**src/rtl/baby_crt_scanner.sv**
```systemverilog
// baby_crt_scanner
//   Raster controller for the Manchester Baby CRT store display. The 512x512
//   display window shows a 32x32-bit store, one 16x16 pixel cell per bit.
//   One 32-bit store word (a row of cells) is fetched per line, ahead of the
//   line that shows it, through a req/ack port shared with the CPU arbiter.
//   Each pixel selects the "dot on" or "dot off" glyph ROM pixel for its
//   cell.
//
// Ports
//   clk, reset              system clock, synchronous active-high reset
//   pix_en                  pixel clock enable for the pixel pipeline
//   hcount, vcount          raster position (11-bit)
//   de                      display enable from the timing generator
//   line_start              one-cycle pulse at start of hblank of line vcount
//   store_req/addr          store word read request and row index
//   store_ack/data          read done, with data valid in the same cycle
//   dot_x, dot_y            position within the cell, to both glyph ROMs
//   dot_on/off_pixel        combinational ROM outputs
//   pixel_out, de_out       video pixel and matching delayed display enable
//   underrun, underrun_clr  sticky fetch-late flag and its clear
module baby_crt_scanner #(
    parameter int H_ORIGIN = 64,
    parameter int V_ORIGIN = 0
) (
    input  logic        clk,
    input  logic        reset,
    input  logic        pix_en,
    input  logic [10:0] hcount,
    input  logic [10:0] vcount,
    input  logic        de,
    input  logic        line_start,
    output logic        store_req,
    output logic [4:0]  store_addr,
    input  logic        store_ack,
    input  logic [31:0] store_data,
    output logic [3:0]  dot_x,
    output logic [3:0]  dot_y,
    input  logic        dot_on_pixel,
    input  logic        dot_off_pixel,
    output logic        pixel_out,
    output logic        de_out,
    output logic        underrun,
    input  logic        underrun_clr
);

    typedef enum logic [1:0] {IDLE, REQ, DISCARD} state_t;

    state_t      state;
    logic [31:0] line_word;
    logic        line_valid;
    logic [4:0]  pend_addr;
    logic        pend_ok;
    logic        miss_seen;

    logic        bit_s1;
    logic        win_s1;
    logic        de_s1;

    // Window test: subtract the origin with one spare bit so that a position
    // left of / above the origin shows up as a borrow rather than wrapping.
    logic [11:0] hdiff;
    logic [11:0] vdiff;
    logic [12:0] tdiff;
    logic [8:0]  tcell;
    logic        h_in;
    logic        v_in;
    logic        in_win;
    logic [8:0]  lx;
    logic [8:0]  ly;
    logic        t_in;
    logic [4:0]  trow;

    assign hdiff  = {1'b0, hcount} - 12'(H_ORIGIN);
    assign vdiff  = {1'b0, vcount} - 12'(V_ORIGIN);
    assign h_in   = (hdiff[11:9] == 3'b000);
    assign v_in   = (vdiff[11:9] == 3'b000);
    assign in_win = h_in & v_in;
    assign lx     = hdiff[8:0];
    assign ly     = vdiff[8:0];

    // Target line of a fetch is vcount+1, computed wide so the last counter
    // value runs off the bottom of the window instead of wrapping to line 0.
    assign tdiff  = {2'b00, vcount} + 13'd1 - 13'(V_ORIGIN);
    assign tcell  = 9'(tdiff >> 4);
    assign t_in   = (tcell[8:5] == 4'b0000);
    assign trow   = tcell[4:0];

    // A line_start arriving in DISCARD retargets the pending fetch.
    logic [4:0] next_addr;
    logic       next_ok;
    assign next_addr = line_start ? trow : pend_addr;
    assign next_ok   = line_start ? t_in : pend_ok;

    logic fetch_late;
    logic miss_set;
    assign fetch_late = line_start &
                        (((state == REQ) & ~store_ack) | (state == DISCARD));
    assign miss_set   = pix_en & in_win & ~line_valid & ~miss_seen;

    always_ff @(posedge clk) begin
        if (reset) begin
            state      <= IDLE;
            store_req  <= 1'b0;
            store_addr <= '0;
            line_word  <= '0;
            line_valid <= 1'b0;
            pend_addr  <= '0;
            pend_ok    <= 1'b0;
            miss_seen  <= 1'b0;
            underrun   <= 1'b0;
        end else begin
            case (state)
                IDLE: begin
                    if (line_start && t_in) begin
                        state      <= REQ;
                        store_req  <= 1'b1;
                        store_addr <= trow;
                    end
                end
                REQ: begin
                    if (store_ack) begin
                        line_word <= store_data;
                        // A coincident line_start is treated as arriving in
                        // IDLE: the next row's request follows immediately.
                        if (line_start && t_in) begin
                            store_addr <= trow;
                        end else begin
                            state     <= IDLE;
                            store_req <= 1'b0;
                        end
                    end else if (line_start) begin
                        state     <= DISCARD;
                        pend_addr <= trow;
                        pend_ok   <= t_in;
                    end
                end
                DISCARD: begin
                    if (store_ack) begin
                        if (next_ok) begin
                            state      <= REQ;
                            store_addr <= next_addr;
                        end else begin
                            state     <= IDLE;
                            store_req <= 1'b0;
                        end
                    end else begin
                        pend_addr <= next_addr;
                        pend_ok   <= next_ok;
                    end
                end
                default: begin
                    state     <= IDLE;
                    store_req <= 1'b0;
                end
            endcase

            if (line_start)
                line_valid <= 1'b0;
            else if (state == REQ && store_ack)
                line_valid <= 1'b1;

            miss_seen <= line_start ? 1'b0 : (miss_seen | miss_set);
            underrun  <= fetch_late | miss_set | (underrun & ~underrun_clr);
        end
    end

    // Two-stage pixel pipeline: stage 1 addresses the glyph ROMs, stage 2
    // registers the selected ROM pixel.
    always_ff @(posedge clk) begin
        if (reset) begin
            dot_x     <= '0;
            dot_y     <= '0;
            bit_s1    <= 1'b0;
            win_s1    <= 1'b0;
            de_s1     <= 1'b0;
            pixel_out <= 1'b0;
            de_out    <= 1'b0;
        end else if (pix_en) begin
            dot_x     <= lx[3:0];
            dot_y     <= ly[3:0];
            bit_s1    <= line_word[lx[8:4]];
            win_s1    <= in_win & line_valid & de;
            de_s1     <= de;
            pixel_out <= win_s1 ? (bit_s1 ? dot_on_pixel : dot_off_pixel) : 1'b0;
            de_out    <= de_s1;
        end
    end

endmodule

```
**config.mk**
```make
export PLATFORM = sky130hd
export DESIGN_NAME = baby_crt_scanner
export DESIGN_NICKNAME = d
export VERILOG_FILES = /design/src/rtl/baby_crt_scanner.sv
export SDC_FILE = /design/constraint.sdc
export NUM_CORES = 1
export LEC_CHECK = 0
export ABC_AREA = 1
export CORE_MARGIN = 3
export CORE_UTILIZATION = 25
export CTS_BUF_LIST = sky130_fd_sc_hd__clkbuf_16
export CTS_CLUSTER_DIAMETER = 120
export DETAILED_ROUTE_END_ITERATION = 12
export SYNTH_ARGS = -nofsm -noshare
export SYNTH_HDL_FRONTEND = slang
export SYNTH_SLANG_ARGS = --single-unit
```
**constraint.sdc**
```tcl
create_clock -name clk -period 2 [get_ports clk]
set_input_delay 0.2 -clock clk [delete_from_list [all_inputs] [get_ports clk]]
set_output_delay 0.2 -clock clk [all_outputs]
set_load 0.01 [all_outputs]
```
==> summary.md, run 1 <==
| Metric | Value |
|---|---|
| Outcome | `finished clean` |
| Average size of a mapped cell | `6.777 um^2` |
| Actual slew at the worst max-slew pin | `0.4237 ns` |
| Setup Viol. Count Final | `0` |
| Global-route usage over all layers | `13.27%` |
| R2R Setup Slk | `0.24 ns` |
| Site row count | `39` |
| Top Layer Used | `met4` |
| Startpoint types | `flop` |
| Ys async rst share | `0%` |
| Clock slew at reported path FFs | `0.05 ns` |
| Crit Path Max Fanout | `7` |
| Total gr overflow | `0` |
| Pleak | `1.863 nW` |
| Router iterations before antenna repair | `4` |
| Die Height | `117.2 um` |
| Vias per cell | `4.459` |
| WL per Instance | `12.47 um` |
| Most frequent cells after synthesis | `109 x nor2_1, 66 x o21ai_0, 62 x dfxtp_1` |
| EDFF count, synth | `0` |
| Metal-1 WL | `4013 um` |
| Slew Viols, Final | `0` |
| H-tree depth | `3` |
| Synth top area share | `40.16%` |
| Vias in the first global route | `3,034` |
| Cell taking the most area after synthesis | `dfxtp_1` |
| # fillers | `1,248` |
| Via Count | `3,166` |
| Reg2reg path depth | `9` |
| Syn_nets | `524` |
| Seq cells post-synth | `62` |
| WHS Path Cells | `2` |
| Met3 wire length | `419 um` |
| N_diodes | `0` |
| Yosys warns | `0` |
| Port Buffers | `79` |
| Ys flop type | `dfxtp_1` |
| Top cells by area, synth | `dfxtp_1 40%, nor2_1 13%, o21ai_0 11%, nand2_1 7.4%, inv_1 5.5%` |
| Fin. Hold Viols | `0` |
| IO Count | `80` |
| Antenna violations before repair | `0` |
| Hpwl dp | `6726 um` |
| RSZ-0062 raised after global routing | `false` |
| Postcts setup bufs | `0` |
| Final Worst Setup Slack | `0.2429 ns` |
| Initial Util | `26.28%` |
| WP data required | `2.25 ns` |
| First-pass GRT wire length | `14,300 um` |
| Post-DRT Antenna Nets | `0` |
| Setup TNS | `0 ns` |
| Worst path arrival time | `2.01 ns` |
| TritonCTS buffer count | `9` |
| Longest Clk Path Bufs | `2` |
| Share of layout cells above drive strength 1 | `7.692%` |
| Post-synthesis sequential area ratio | `40.16%` |
| Clock Skew | `0.005773 ns` |
| CTS Root Cell | `clkbuf_16` |
| CTS resizes | `0` |
| P per Cell Area | `822.6 nW/um^2` |
| Mapped Area | `3090 um^2` |
| Dpl ws | `0.06257 ns` |
| Top-count cell post-synth | `nor2_1` |
| Period minus WS final | `1.757 ns` |
| HP Class | `reg2reg` |
| VDD IR max | `263.6 uV` |
| Core region area | `11,760 um^2` |
| Max-cap viol count | `0` |
| Netlist cell types | `33` |
| CP Class | `reg2reg` |
| CTS tree | `built` |
| DRT Wirelength | `8854 um` |
| CTS Sinks | `62` |
| Post-detailed-route DRC marker count | `0` |
| Synthesized instance count | `456` |
| Area added between synthesis and finish | `41.38%` |
| Final Cycle Share | `87.85%` |
| Chip width | `117.2 um` |
| Cts hold-fix bufs | `0` |
| Maximum clock frequency | `569.1 MHz` |
| Die area | `13,730 um^2` |
| Largest net degree at the start of global routing | `34` |
| CP endpoint kind | `flop` |
| Worst slew margin | `71.73%` |
| Met2 Wirelength | `4330 um` |
| Insertion delay to the later sink of the worst-skew pair | `0.32 ns` |
| Initial drt markers | `202` |
| Layout Nets | `610` |
| GPL Wtd Cong | `0.8247` |
-- area by class of cell --
class	instances	area (um^2)	area share (%)
clock buffer	9	225.2	5.155
clock inverter	6	31.28	0.7159
inverter	45	168.9	3.866
multi-input combinational	329	1587	36.31
sequential	62	1241	28.41
tap	164	205.2	4.696
timing repair buffer	95	910.9	20.85
-- worst paths after layout --
path          endpoint  startpoint
min reg2reg  store_req   store_req
max reg2reg   state[0]    state[0]
min          store_req   store_req
max           state[0]    state[0]
-- layer usage --
layer	GRT usage [%]	up-vias
li1	-	1646
met1	16.71	1438
met2	22.93	74
met3	2.468	8
met4	4.128	0
met5	0	-
-- cell families (layout without fill, tap and decap cells) --
logic type                 Yosys count  count (layout)  share of synthesized area, %
DFF                                 62              62                         40.16
adders and majority gates            5               5                         2.024
AOI/OAI and AO/OA                  103             103                         17.81
buffers and inverters               65             155                         8.502
muxes                                1               1                        0.3239
and+or+nand+nor                    217             217                         30.32
xor gates and xnor gates             3               3                        0.8504
-- critical path: stages, from the launching register on --
cell and delay, ns:
dfxtp_1 0.39, inv_1 0.10, ha_1 0.30, inv_1 0.20, nor2_1 0.08, a21oi_1 0.20
nand3_2 0.14, nor2_1 0.10, nand2_1 0.06, a21oi_1 0.11
-- cell usage in the layout (no fill, tap or decap) --
cell type and instances:
a211o_1 1, a211oi_1 1, a21oi_1 23, a22oi_1 1, a31oi_1 1, buf_4 16, clkbuf_16 9, clkdlybuf4s50_1 79
clkinv_2 4, clkinvlp_4 1, dfxtp_1 62, ha_1 5, inv_1 46, mux2i_1 1, nand2_1 61, nand2_2 6
nand2_4 2, nand3_1 23, nand3_2 1, nand3b_1 6, nand4_1 5, nor2_1 109, nor2_2 1, nor2_8 1
nor3_1 1, nor4_1 1, o211ai_1 1, o21a_1 1, o21ai_0 66, o21ai_4 1, o22ai_1 7, xnor2_1 1
xor2_1 2
-- per-stage QoR --
step | utilization [%] | area [um^2] | hold slack (ns) | power (W) | std cells
after CTS | 37.15 | 4369 | 0.4529 | 0.003652 | 710
after global placement | 34.97 | 4113 | 0.4433 | 0.002266 | 695
after floorplan | - | 3090 | 0.3349 | 0.001937 | 456
after detailed placement | 34.97 | 4113 | 0.4490 | 0.002282 | 695
after global routing | 37.15 | 4369 | 0.4886 | 0.003821 | 710
final | 37.15 | 4369 | 0.4463 | 0.003594 | 710
-- state kept, by name, indices dropped and copies added (netlist names), 2 cells and up --
register	flops
dot_x	4
state	2
pend_addr	5
dot_y	4
store_addr	5
line_word	32
-- where the power goes --
group | leakage [nW] | internal (W) | total (W) | switching, W
Clock | 0.132 | 0.000816 | 0.00134 | 0.000529
Sequential | 0.507 | 0.00138 | 0.00145 | 0.0000734
Combinational | 1.22 | 0.000371 | 0.000796 | 0.000425
Total | 1.86 | 0.00257 | 0.00359 | 0.00103
Power figures use the tool's default switching activity.
==> run 2, diff against run 1 <==
ABC_AREA = not set   (was 1)
CTS_CLUSTER_DIAMETER = not set   (was 120)
==> summary.md, run 2 <==
| Metric | Value |
|---|---|
| Final Worst Setup Slack | `0.1386 ns (-0.1043 ns)` |
| Total gr overflow | `0 (unchanged)` |
| Storage cell area | `1241 um^2 (unchanged)` |
| HP Class | `in2reg` |
| Max reg flops | `32 (unchanged)` |
| Mapped Area | `2939 um^2 (-4.9%)` |
| Chip width | `114.4 um (-2.4%)` |
| H-tree depth | `3 (unchanged)` |
| Tot Pwr | `0.003071 W (-15%)` |
| Vias in the first global route | `2,710 (-11%)` |
| Outcome | `finished clean` |
| Vias per cell | `4.712 (+5.7%)` |
| Slew Viols, Final | `0 (unchanged)` |
| Seq pwr share | `42.2% (+1.8 points)` |
| Synthesized instance count | `348 (-24%)` |
| Area of the multi-input gates | `1570 um^2 (-1.0%)` |
| Crit Path Max Fanout | `6 (-1)` |
| DRT Wirelength | `7903 um (-11%)` |
| Area added between synthesis and finish | `42.40%` |
| Synth top area share | `42.23% (+2.1 points)` |
| Layout Nets | `500 (-18%)` |
| First-pass GRT wire length | `12,790 um (-11%)` |
| Yosys warns | `0 (unchanged)` |
| Top cells by area, synth | `dfxtp_1 42%, nand2_1 9.2%, a21oi_1 7.2%, mux2i_1 5.4%, nor2_1 3.7%` |
| N_diodes | `0 (unchanged)` |
| CP Class | `reg2reg` |
| Initial Util | `26.30% (about the same)` |
| Top-count cell post-synth | `nand2_1` |
| Biggest register | `line_word` |
| Commonest non-fill, non-tap cell in the layout | `clkdlybuf4s50_1` |
| CTS tree | `built` |
| CP max stage delay | `0.44 ns (+0.05 ns)` |
| CTS Sinks | `62 (unchanged)` |
| Postcts setup bufs | `0 (unchanged)` |
| GPL Wtd Cong | `0.8175 (-0.87%)` |
| Initial drt markers | `142 (-30%)` |
| Via Count | `2,719 (-14%)` |
| R2R Setup Slk | `0.14 ns (-0.10 ns)` |
| Pleak | `1.528 nW (-18%)` |
| EDFF count, synth | `0 (unchanged)` |
| Hpwl dp | `5974 um (-11%)` |
| Largest net degree at the start of global routing | `33 (-2.9%)` |
| Sw Pwr | `0.0007466 W (-27%)` |
| Post-synthesis sequential area ratio | `42.23% (+2.1 points)` |
| Antenna violations before repair | `0 (unchanged)` |
| Max-cap viol count | `0 (unchanged)` |
| Cts hold-fix bufs | `0 (unchanged)` |
| Internal power | `0.002325 W (-9.4%)` |
| Setup Viol. Count Final | `0 (unchanged)` |
| Core region area | `11,170 um^2 (-5.0%)` |
| VDD IR max | `336.0 uV (+27%)` |
| Global-route usage over all layers | `12.19% (-1.1 points)` |
| Logic pwr share | `12.9% (-9.3 points)` |
| Router iterations before antenna repair | `5 (+1)` |
| CP endpoint kind | `flop` |
| Site row count | `38 (-2.6%)` |
| WL per Instance | `13.70 um (+9.8%)` |
| WP data required | `2.21 ns (-0.04 ns)` |
| RSZ-0062 raised after global routing | `false` |
| TritonCTS buffer count | `9 (unchanged)` |
| Fin. Hold Viols | `0 (unchanged)` |
| Final Util | `37.46% (+0.31 points)` |
| Critical-path cell with the highest stage delay | `dfxtp_1` |
| Clock slew at reported path FFs | `0.06 ns (about the same)` |
| Post-DRT Antenna Nets | `0 (unchanged)` |
| Ys async rst share | `0% (unchanged)` |
| Commonest non-fill, non-tap cells in the layout | `78 x clkdlybuf4s50_1, 72 x nand2_1, 62 x dfxtp_1, 42 x a21oi_1, 29 x nor2_1` |
| Port Buffers | `79 (unchanged)` |
| Dpl ws | `0.02611 ns (-0.03646 ns)` |
| Maximum clock frequency | `537.2 MHz (-5.6%)` |
| Syn_nets | `416 (-21%)` |
| CTS resizes | `0 (unchanged)` |
| Average size of a mapped cell | `8.446 um^2 (+25%)` |
| Most frequent cells after synthesis | `72 x nand2_1, 62 x dfxtp_1, 42 x a21oi_1` |
| Insertion delay to the later sink of the worst-skew pair | `0.32 ns (about the same)` |
| Ys flop type | `dfxtp_1` |
| Final Cycle Share | `93.07% (+5.2 points)` |
| Netlist cell types | `45 (+36%)` |
| Cell taking the most area after synthesis | `dfxtp_1` |
| Post-detailed-route DRC marker count | `0 (unchanged)` |
| Startpoint types | `flop` |
| CP Cell Sequence | `inv_1 -> ha_1 -> nor2b_1 -> o22ai_1 -> o2bb2ai_1 -> nand2_1 -> mux2_1` |
| Clock Power Share | `44.9% (+7.5 points)` |
| Die Height | `114.4 um (-2.4%)` |
| Die area | `13,090 um^2 (-4.7%)` |
| Sw Share | `24.31% (-4.3 points)` |
| Period minus WS final | `1.861 ns (+0.1043 ns)` |
| Worst path arrival time | `2.07 ns (+0.06 ns)` |
| CP bufs+invs | `1 (-1)` |
| Top delay family on crit path | `flip-flops` |
| Longest Clk Path Bufs | `2 (unchanged)` |
| Top flop regs | `line_word: 32 flops, pend_addr: 5 flops, store_addr: 5 flops` |
| Actual slew at the worst max-slew pin | `0.5096 ns (+0.08599 ns)` |
| # fillers | `1,141 (-8.6%)` |
| Share of layout cells above drive strength 1 | `8.696% (+1.0 points)` |
| P per Cell Area | `733.8 nW/um^2 (-11%)` |
| Worst slew margin | `66.02% (-5.7 points)` |
| Setup TNS | `0 ns (unchanged)` |
| CTS Root Cell | `clkbuf_16` |
| IO Count | `80 (unchanged)` |
| Clock Skew | `0.008995 ns (+0.003222 ns)` |
| Seq cells post-synth | `62 (unchanged)` |
[run 2: final cells by class]
class	instances	share of cell area [%]
multi-input combinational	256	37.52
clock buffer	9	5.381
tap	140	4.185
clock inverter	7	0.9865
inverter	9	0.8072
sequential	62	29.66
timing repair buffer	94	21.46
[run 2: per-stage QoR]
step,instances,cell area [um^2],hold slack (ns)
final,577,4185,0.3325
after global routing,577,4185,0.3708
after CTS,577,4185,0.3386
after detailed placement,561,3919,0.4465
after global placement,561,3919,0.4417
after floorplan,348,2939,0.3360
[run 2: kinds of logic (layout without fill, tap and decap cells)]
group                    after synthesis  in the layout  share of synthesized area, %
XOR/XNOR                               6              6                         1.788
multiplexers                          25             25                         12.09
buffers and inverters                 30            119                         4.342
AND/OR/NAND/NOR                      139            139                         21.20
AO/OA/AOI/OAI                         81             81                         16.22
flip-flops                            62             62                         42.23
adder cells (fa/ha/maj)                5              5                         2.129
[run 2: worst paths after layout]
path / startpoint / to / cells after the start
worst max-delay path: state[1] / store_addr[4] / 7
worst max register to register: state[1] / store_addr[4] / 7
worst min register to register: line_word[22] / line_word[22] / 2
worst min-delay path: reset / pend_ok / 2
[run 2: per-layer routing]
layer  GRT usage [%]  share of wire (%)
met1           15.13                 45
met2           20.22                 48
met3           3.964                6.0
met4           3.484                1.2
met5               0                  0
[run 2: power groups by stage]
stage          clock (W)  combinational [W]  sequential [W]
3_5_place_dp           0           0.000397         0.00132
4_1_cts          0.00142           0.000400         0.00129
6_report         0.00138           0.000396         0.00129
3_3_place_gp           0           0.000392         0.00132
2_1_floorplan          0           0.000171         0.00132
5_1_grt          0.00147           0.000434         0.00130
==> run 3, diff against run 2 <==
SKIP_LAST_GASP = 1   (was not set)
==> results of run 3 <==
Same layout as run 2: the final DEF is identical, and so are final timing and power.
==> patch: new RTL, config.mk and constraints of run 3 <==
Register the output `underrun` once more, with the module's reset; this adds one clock of latency there. The other outputs are not delayed to match.
--- a/src/rtl/baby_crt_scanner.sv
+++ b/src/rtl/baby_crt_scanner.sv
@@ -45,6 +45,8 @@
 
     typedef enum logic [1:0] {IDLE, REQ, DISCARD} state_t;
 
+    logic underrun_s0;
+
     state_t      state;
     logic [31:0] line_word;
     logic        line_valid;
@@ -107,7 +109,7 @@
             pend_addr  <= '0;
             pend_ok    <= 1'b0;
             miss_seen  <= 1'b0;
-            underrun   <= 1'b0;
+            underrun_s0 <= 1'b0;
         end else begin
             case (state)
                 IDLE: begin
@@ -160,7 +162,7 @@
                 line_valid <= 1'b1;
 
             miss_seen <= line_start ? 1'b0 : (miss_seen | miss_set);
-            underrun  <= fetch_late | miss_set | (underrun & ~underrun_clr);
+            underrun_s0 <= fetch_late | miss_set | (underrun_s0 & ~underrun_clr);
         end
     end
 
@@ -186,5 +188,13 @@
         end
     end
 
+    always_ff @(posedge clk) begin
+        if (reset) begin
+            underrun <= '0;
+        end else begin
+            underrun <= underrun_s0;
+        end
+    end
+
 endmodule
 
Check against the original RTL: not equivalent (Yosys sat finds a counterexample within 4 cycles, from zero or initial values and one cycle with reset high).
==> patch against run 3 <==
Wire length up 0.77%. Via count down 0.96%. Sequential share of layout area down 0.11 points. Non-clock buffer count up 10. Area after synthesis down 0.68%. Utilization up 0.95 points. Setup slack worse by 3.7 ps. Design area up 2.1%. Total power up 21%. Sequential cell count up 1. Critical endpoint is now bit_s1$_SDFFE_PP0P_.
==> patch: results (changes against run 3) <==
seq_area_frac_synth: 0.4321  # +0.009754
leakagePower_nw: 1.611  # +5.4%
grt_pass1_wl_mm: 12.90  # +0.87%
via_count: 2693  # -0.96%
hold_ws_ps: 137.9  # -194.6 ps
rrSetupSlack_ps: 150
p_sw_uw: 987.1  # +32%
irDropWorstVdd_mv: 0.4067  # +21%
synth-adder-area-share: 0.02143  # +0.0001460
min_to: "pend_addr[2]$_SDFFE_PP0P_"
drt_wl_total_mm: 7.964  # +0.77%
multi_input_comb_cells: 245  # -4.3%
multi_input_area_um2: 1530  # -2.5%
clock_area_frac: 0.06589  # +0.002209
stdcell_count: 578  # +0.17%
num-fill-cells: 1159  # +1.6%
drt-pass1-iter-count: 4  # -1
grt_usage: 0.1249  # +0.003009
fin_skew_ps: 4.860  # -4.136 ps
drive_above_1_share: 0.1210  # +0.03405
place_ws_ps: -223.2  # -249.4 ps
outcome: "completed"
n_all_buffers: 104  # +11%
slowest_stage: "clkdlybuf4s50_1"
synth_compound_area_frac: 0.1556  # -0.006603
cp_top_family: "multiplexers"
synthTopCellsByCount: "nand2_1, dfxtp_1, a21oi_1, nor2_1, clkbuf_1"
pg_comb_uw: 789  # +99%
synth_mux_area_frac: 0.1144  # -0.006458
rr_endpoint: "store_addr[1]$_SDFFE_PP0P_"
synth_top_area_share: 0.4321  # +0.009754
syn_nets: 408  # -1.9%
max_stage_delay_ps: 510  # +70 ps
buffer_area_frac: 0.2307  # +0.01610
final_net_count: 501  # +0.20%
clk-power_mw: 1.47  # +7%
nNonClkInverters: 10  # +1
synth.distinct_cells: 42  # -6.7%
startpoint: "hcount[4]"
yosys-top-cells-area: "dfxtp_1, nand2_1, a21oi_1, mux4_2, mux2i_1"
cts_made_buffers: 9  # unchanged
p_comb_frac: 0.212  # +0.083
place_congestion: 0.7230  # -12%
syn_to_final_growth_pct: 46.38
critPathMaxFanout: 5  # -1
dpl_cell_area_um2: 3985  # +1.7%
seq_cells: 63  # +1.6%
synth-xor-area-share: 0.02400  # +0.006123
place_hpwl_mm: 5.920  # -0.90%
htreeDepth: 3  # unchanged
drtIter0Drc: 90  # -37%
clk_latency_ps: 320  # about the same
seq_share: 0.2955  # -0.001101
grt_max_degree: 34  # +3.0%
first_global_vias: 2591  # -4.4%
place_inst: 562  # +0.18%
patch: changes by cell type in the layout (fill, tap and decap cells not counted), sizes merged, moves of 4 or more:
cell	run 3	this run
buf	16	26
mux2i	16	12
nand3	9	3
nand4	2	6
patch: metal layers:
layer  track usage  vias to the layer above  part of all wire
li1              -                     1368                 -
met1        0.1599                     1249              0.46
met2        0.2053                       72              0.48
met3       0.04281                        4             0.054
met4       0.02613                        0            0.0058
met5             0                        -                 0
patch: worst max path at each step:
| stage | slack (ps) | end | depth (start not counted) |
|---|---|---|---|
| 2_1_floorplan | 200 | state[1]$_SDFFE_PP0P_ | 7 |
| 3_3_place_gp | -170 | bit_s1$_SDFFE_PP0P_ | 6 |
| 3_5_place_dp | -220 | bit_s1$_SDFFE_PP0P_ | 6 |
| 4_1_cts | 80 | store_addr[0]$_SDFFE_PP0P_ | 8 |
| 5_1_grt | 7 | state[1]$_SDFFE_PP0P_ | 7 |
| 6_report | 130 | bit_s1$_SDFFE_PP0P_ | 6 |
